## src/rtl/lightsout_pkg.sv

```systemverilog
// Shared scancode constants, sequencer state type and small helpers for the
// PS/2 key sequencer.
package lightsout_pkg;

    localparam logic [7:0] SC_EXT    = 8'hE0;
    localparam logic [7:0] SC_BREAK  = 8'hF0;
    localparam logic [7:0] SC_UP     = 8'h75;
    localparam logic [7:0] SC_LEFT   = 8'h6B;
    localparam logic [7:0] SC_DOWN   = 8'h72;
    localparam logic [7:0] SC_RIGHT  = 8'h74;
    localparam logic [7:0] SC_ENTER  = 8'h5A;
    localparam logic [7:0] SC_QUIT   = 8'h15;
    localparam logic [7:0] SC_BAT    = 8'hAA;
    localparam logic [7:0] SC_ACK    = 8'hFA;
    localparam logic [7:0] SC_RESEND = 8'hFE;

    typedef enum logic [1:0] {IDLE, EXT, BRK, EXT_BRK} seq_state_t;

    function automatic int max3(input int a, input int b, input int c);
        int m;
        m = (a > b) ? a : b;
        return (m > c) ? m : c;
    endfunction

    // Keyboard housekeeping bytes that carry no key information.
    function automatic logic is_filler(input logic [7:0] b);
        return (b == SC_BAT) || (b == SC_ACK) || (b == SC_RESEND) ||
               (b == 8'h00) || (b == 8'hFF);
    endfunction

endpackage

```

## src/rtl/lightsout_cycle_timer.sv

```systemverilog
// Up-counter with clear and enable; o_expire is high while enabled at the
// terminal count (i_limit_m1). The count saturates there until cleared.
module lightsout_cycle_timer #(
    parameter int W = 8
) (
    input  logic         clk,
    input  logic         reset,
    input  logic         i_clr,
    input  logic         i_en,
    input  logic [W-1:0] i_limit_m1,
    output logic         o_expire
);

    logic [W-1:0] r_cnt;

    assign o_expire = i_en && (r_cnt == i_limit_m1);

    always_ff @(posedge clk) begin
        if (reset || i_clr)
            r_cnt <= '0;
        else if (i_en && (r_cnt != i_limit_m1))
            r_cnt <= r_cnt + 1'b1;
    end

endmodule

```

## src/rtl/ps2_key_sequencer.sv

```systemverilog
// PS/2 scancode parser: one key_en per key press, typematic suppression and
// prefix timeout. Define LIGHTSOUT_AUTOREPEAT_EN for timed auto-repeat.
module ps2_key_sequencer
    import lightsout_pkg::*;
#(
    parameter int TIMEOUT_CYCLES = 1250000,
    parameter int REPEAT_DELAY   = 25000000,
    parameter int REPEAT_PERIOD  = 5000000
) (
    input  logic       clk,
    input  logic       reset,
    input  logic [7:0] scan_data,
    input  logic       scan_valid,
    output logic [7:0] key_code,
    output logic       key_ext,
    output logic       key_en,
    output logic       key_held,
    output logic       timeout
);

    localparam int CW = $clog2(max3(TIMEOUT_CYCLES, REPEAT_DELAY, REPEAT_PERIOD)) + 1;
    localparam logic [CW-1:0] TO_LIM = CW'(TIMEOUT_CYCLES - 1);

    seq_state_t r_state, w_nstate;
    logic [7:0] r_key_code;
    logic       r_key_ext, r_key_en, r_timeout;
    logic [8:0] r_held;
    logic       r_held_vld;
    logic       w_make, w_brk, w_ext, w_match, w_to_exp, w_rep_fire;
    logic [8:0] w_key;

    assign key_code = r_key_code;
    assign key_ext  = r_key_ext;
    assign key_en   = r_key_en;
    assign key_held = r_held_vld;
    assign timeout  = r_timeout;

    lightsout_cycle_timer #(.W(CW)) u_timeout (
        .clk        (clk),
        .reset      (reset),
        .i_clr      (scan_valid || (r_state == IDLE)),
        .i_en       (r_state != IDLE),
        .i_limit_m1 (TO_LIM),
        .o_expire   (w_to_exp)
    );

`ifdef LIGHTSOUT_AUTOREPEAT_EN
    localparam logic [CW-1:0] RD_LIM = CW'(REPEAT_DELAY - 1);
    localparam logic [CW-1:0] RP_LIM = CW'(REPEAT_PERIOD - 1);
    logic r_rep_phase, w_rep_exp;

    // Restarts on every byte and after each repeat; phase picks delay vs period.
    lightsout_cycle_timer #(.W(CW)) u_repeat (
        .clk        (clk),
        .reset      (reset),
        .i_clr      (scan_valid || !r_held_vld || w_rep_exp),
        .i_en       (r_held_vld),
        .i_limit_m1 (r_rep_phase ? RP_LIM : RD_LIM),
        .o_expire   (w_rep_exp)
    );

    always_ff @(posedge clk) begin
        if (reset || scan_valid || !r_held_vld)
            r_rep_phase <= 1'b0;
        else if (w_rep_exp)
            r_rep_phase <= 1'b1;
    end

    assign w_rep_fire = w_rep_exp && !scan_valid;
`else
    assign w_rep_fire = 1'b0;
`endif

    always_comb begin
        w_nstate = r_state;
        w_make   = 1'b0;
        w_brk    = 1'b0;
        w_ext    = 1'b0;
        if (scan_valid) begin
            case (r_state)
                IDLE: begin
                    if (scan_data == SC_EXT)
                        w_nstate = EXT;
                    else if (scan_data == SC_BREAK)
                        w_nstate = BRK;
                    else if (!is_filler(scan_data))
                        w_make = 1'b1;
                end
                EXT: begin
                    if (scan_data == SC_BREAK) begin
                        w_nstate = EXT_BRK;
                    end else if (scan_data != SC_EXT) begin
                        w_make   = 1'b1;
                        w_ext    = 1'b1;
                        w_nstate = IDLE;
                    end
                end
                BRK: begin
                    w_brk    = 1'b1;
                    w_nstate = IDLE;
                end
                default: begin
                    w_brk    = 1'b1;
                    w_ext    = 1'b1;
                    w_nstate = IDLE;
                end
            endcase
        end else if (w_to_exp) begin
            w_nstate = IDLE;
        end
    end

    assign w_key   = {w_ext, scan_data};
    assign w_match = r_held_vld && (r_held == w_key);

    always_ff @(posedge clk) begin
        if (reset) begin
            r_state    <= IDLE;
            r_key_code <= 8'h00;
            r_key_ext  <= 1'b0;
            r_key_en   <= 1'b0;
            r_timeout  <= 1'b0;
            r_held     <= 9'h000;
            r_held_vld <= 1'b0;
        end else begin
            r_state   <= w_nstate;
            r_key_en  <= 1'b0;
            r_timeout <= w_to_exp && !scan_valid;
            if (w_make && !w_match) begin
                r_key_code <= scan_data;
                r_key_ext  <= w_ext;
                r_key_en   <= 1'b1;
                r_held     <= w_key;
                r_held_vld <= 1'b1;
            end else if (w_brk && w_match) begin
                r_held_vld <= 1'b0;
            end else if (w_rep_fire) begin
                r_key_code <= r_held[7:0];
                r_key_ext  <= r_held[8];
                r_key_en   <= 1'b1;
            end
        end
    end

endmodule

```

## config.mk

```make
export PLATFORM = sky130hd
export DESIGN_NAME = ps2_key_sequencer
export DESIGN_NICKNAME = d
export VERILOG_FILES = /design/src/rtl/lightsout_pkg.sv /design/src/rtl/lightsout_cycle_timer.sv /design/src/rtl/ps2_key_sequencer.sv
export SDC_FILE = /design/constraint.sdc
export NUM_CORES = 1
export LEC_CHECK = 0
export ABC_AREA = 1
export BUFFER_PORTS_ARGS = -buffer_cell sky130_fd_sc_hd__buf_2
export CAP_MARGIN = 20
export CORE_ASPECT_RATIO = 1.2
export CORE_MARGIN = 2
export CORE_UTILIZATION = 30
export CTS_BUF_LIST = sky130_fd_sc_hd__clkbuf_16
export CTS_CLUSTER_SIZE = 20
export DETAILED_ROUTE_END_ITERATION = 6
export HOLD_SLACK_MARGIN = 0.03
export PLACE_DENSITY_LB_ADDON = 0.08
export SLEW_MARGIN = 20
export SYNTH_ARGS = -nofsm -noshare
export SYNTH_HDL_FRONTEND = slang
export SYNTH_SLANG_ARGS = --single-unit
```

## constraint.sdc

```tcl
create_clock -name clk -period 2.1 [get_ports clk]
set_clock_uncertainty 0.05 [all_clocks]
set_input_delay 0.21 -clock clk [delete_from_list [all_inputs] [get_ports clk]]
set_output_delay 0.21 -clock clk [all_outputs]
set_load 0.02 [all_outputs]
```

==> results.py <==
metrics = {
    "clocking": {
        "cts_buffer_depth": 2,
        "insertion_delay_ns": 0.29,
        "post_cts_buffers": 0,
        "cts-root-buf": "clkbuf_16",
        "cts.sink_count": 40,
        "cts_buffers": 5,
        "cts_htree_levels": 2,
        "post_cts_resized": 0,
        "clkTransAtPathRegs_ns": 0.06,
        "cts_hold_buf": 0,
        "cts_tree": "done",
    },
    "global_routing": {
        "antenna_found_initial": 0,
        "grtUsageMet1_pct": 19.6,
        "use_met2_pct": 31.6,
        "grt_usage_pct": 16.9,
        "grt.overflow.total": 0,
        "grt_pass1_wl_um": 13400,
        "grt_pass1_vias": 2712,
        "grt.busiest_layer": "met2",
        "grt_max_degree": 26,
        "grtUsageMet3_pct": 2.92,
    },
    "timing": {
        "setup_viol": 0,
        "grt_setup_unrepaired": "no",
        "finalHoldViolCount": 0,
        "slew_viol_final": 0,
        "fin_setup_tns_ns": 0,
        "max_freq_mhz": 534,
        "period_share_pct": 89.2,
        "tightestPinTransition_ns": 0.430,
        "final.min_clock_period_ns": 1.87,
        "slew_headroom_pct": 71.2,
        "timing.hold.ws_ns": 0.0790,
    },
    "outcome": {
        "outcome": "finished clean",
    },
    "floorplanning": {
        "rows": 38,
        "fp.dieW_um": 92.4,
        "die_area_mm2": 0.0102,
        "coreArea_mm2": 0.00908,
        "io_pins": 23,
        "start_util_pct": 31.0,
        "die_height_um": 110,
    },
    "synth": {
        "ys_seq_area_share_pct": 28.5,
        "synth_cell_types": 31,
        "synth_top_cell_by_area": "dfxtp_1",
        "ys_seq_elements": 40,
        "synth.area.top_cells": "dfxtp_1 28%, nand2_1 19%, nor2_1 9.3%, inv_1 6.3%, a21oi_2 5.6%",
        "synth_area_mm2": 0.00281,
        "avgSynthCellArea_um2": 6.24,
        "yosysTopAreaCellShare_pct": 28.5,
        "ys_warn_count": 0,
        "synth.net_count": 463,
        "synthCells": 451,
    },
    "power_and_ir_drop": {
        "irDropWorstVdd_v": 0.000392,
        "p_per_area_mw_per_mm2": 591,
        "power.leakage_nw": 1.24,
    },
    "place": {
        "dp_hpwl_um": 6170,
        "numPortBuffers": 22,
        "gp_congestion": 0.892,
        "placedCellCount": 590,
    },
    "routing": {
        "drt-initial-drc-count": 140,
        "ant_nets": 0,
        "drc": 0,
        "postRouteWirelength_um": 7890,
        "viasPerCell": 4.62,
        "dr.pass1.iters": 5,
        "detail_route.wl_per_cell_um": 13.2,
        "vias": 2763,
    },
    "cells_and_area": {
        "layout-drive-gt1-share_pct": 18.8,
        "nets": 489,
        "fin_cells": 598,
        "layout_commonest_cell": "nand2_1",
        "areaGrowthSynthToFinish_pct": 14.0,
        "fillers": 1035,
        "diodes": 0,
        "layout_common_cells": "139 x nand2_1, 70 x nor2_1, 47 x inv_1",
    },
    "worst_setup_path": {
        "worstPathCellList": "ha_1 > nand2_2 > nor2_4 > nand3_2 > nor2_4 > nand2_4 > nand2_8 > buf_4 > nand2_1 > a21oi_1",
        "critical_path_class": "register to register",
        "crit_path_max_fanout": 19,
        "critPathCaptureType": "register",
        "critPathMaxStageDelay_ns": 0.40,
        "start_kind": "register",
        "crit_required_ns": 2.27,
        "crit_top_cell": "nor2_4",
        "cp_data_arrival_time_ns": 2.04,
        "crit_slowest_cell": "dfxtp_1",
    },
    "min_path": {
        "hold_class": "input port to register",
    },
    "job": {
        "drv_cap": 0,
    },
}
==> cell type report <==
class / instances / area, um2 / share of cell area, %
clock buffers: 5 / 125 / 3.90
clock inverters: 3 / 42.5 / 1.33
inverters: 49 / 186 / 5.81
multi-input cells: 348 / 1710 / 53.3
flip-flops and latches: 40 / 801 / 25.0
well taps: 120 / 150 / 4.68
repair buffers: 33 / 193 / 6.01
==> metrics by stage <==
stage / setup slack, ns / area, um2 / power [mW] / util, %
2_1_floorplan: 0.398 / 2810 / 0.980 / -
3_3_place_gp: 0.258 / 3040 / 1.03 / 33.5
3_5_place_dp: 0.231 / 3040 / 1.04 / 33.5
4_1_cts: 0.211 / 3210 / 1.94 / 35.3
5_1_grt: 0.0737 / 3210 / 1.99 / 35.3
6_report: 0.226 / 3210 / 1.90 / 35.3
==> worst paths after layout <==
| check | start | end | slack (ns) | cells after the start |
|---|---|---|---|---|
| setup / recovery | u_timeout.r_cnt[0] | u_timeout.r_cnt[15] | 0.23 | 10 |
| hold / removal | reset | r_state[0] | 0.08 | 2 |
| setup reg to reg | u_timeout.r_cnt[0] | u_timeout.r_cnt[15] | 0.23 | 10 |
| hold reg to reg | u_timeout.r_cnt[6] | u_timeout.r_cnt[6] | 0.44 | 2 |
==> routing by layer <==
metal	part of all wire [%]	wire (um)
met5	0	0
met4	1.4	111
met3	3.0	238
met2	51	4050
met1	44	3490
==> cell families (layout without fill, tap and decap cells) <==
kind of cell	Yosys count	count (layout)	share of synthesized area, %
buffers and inverters	63	90	10.8
DFF	40	40	28.5
and+or+nand+nor	289	289	46.0
AOI/OAI and AO/OA	46	46	10.6
xor gates and xnor gates	12	12	3.73
adders and majority gates	1	1	0.445
==> registers in the layout (all words and copies together) (netlist names) <==
register,flops
r_state,2
key_ext,1
r_held,1
key_en,1
key_held,1
key_code,7
timeout,1
u_timeout.r_cnt,26
==> cell usage after synthesis (all sizes together) <==
master  instances
nand2         160
nor2           74
inv            49
dfxtp          40
a21oi          36
nand3          28
xor2           11
buf            10
nand4          10
o21ai          10
nor3            8
nor4            5
clkbuf          4
nand3b          2
nor3b           2
ha              1
xnor2           1
==> report_power, final <==
group | total (mW) | switching, mW | leakage [nW] | internal (mW)
Sequential | 0.800 | 0.0204 | 0.325 | 0.779
Combinational | 0.216 | 0.145 | 0.835 | 0.0702
Clock | 0.881 | 0.323 | 0.0798 | 0.558
Total | 1.90 | 0.489 | 1.24 | 1.41
==> worst max-delay path, delay by kind of cell (launching register included) <==
family	cells	cell delay [ns]
and+or+nand+nor	7	0.78
AOI/OAI and AO/OA	1	0.14
adders and majority gates	1	0.20
buffers and inverters	1	0.23
DFF	1	0.40
No activity file was read; power rests on OpenSTA's default activity.
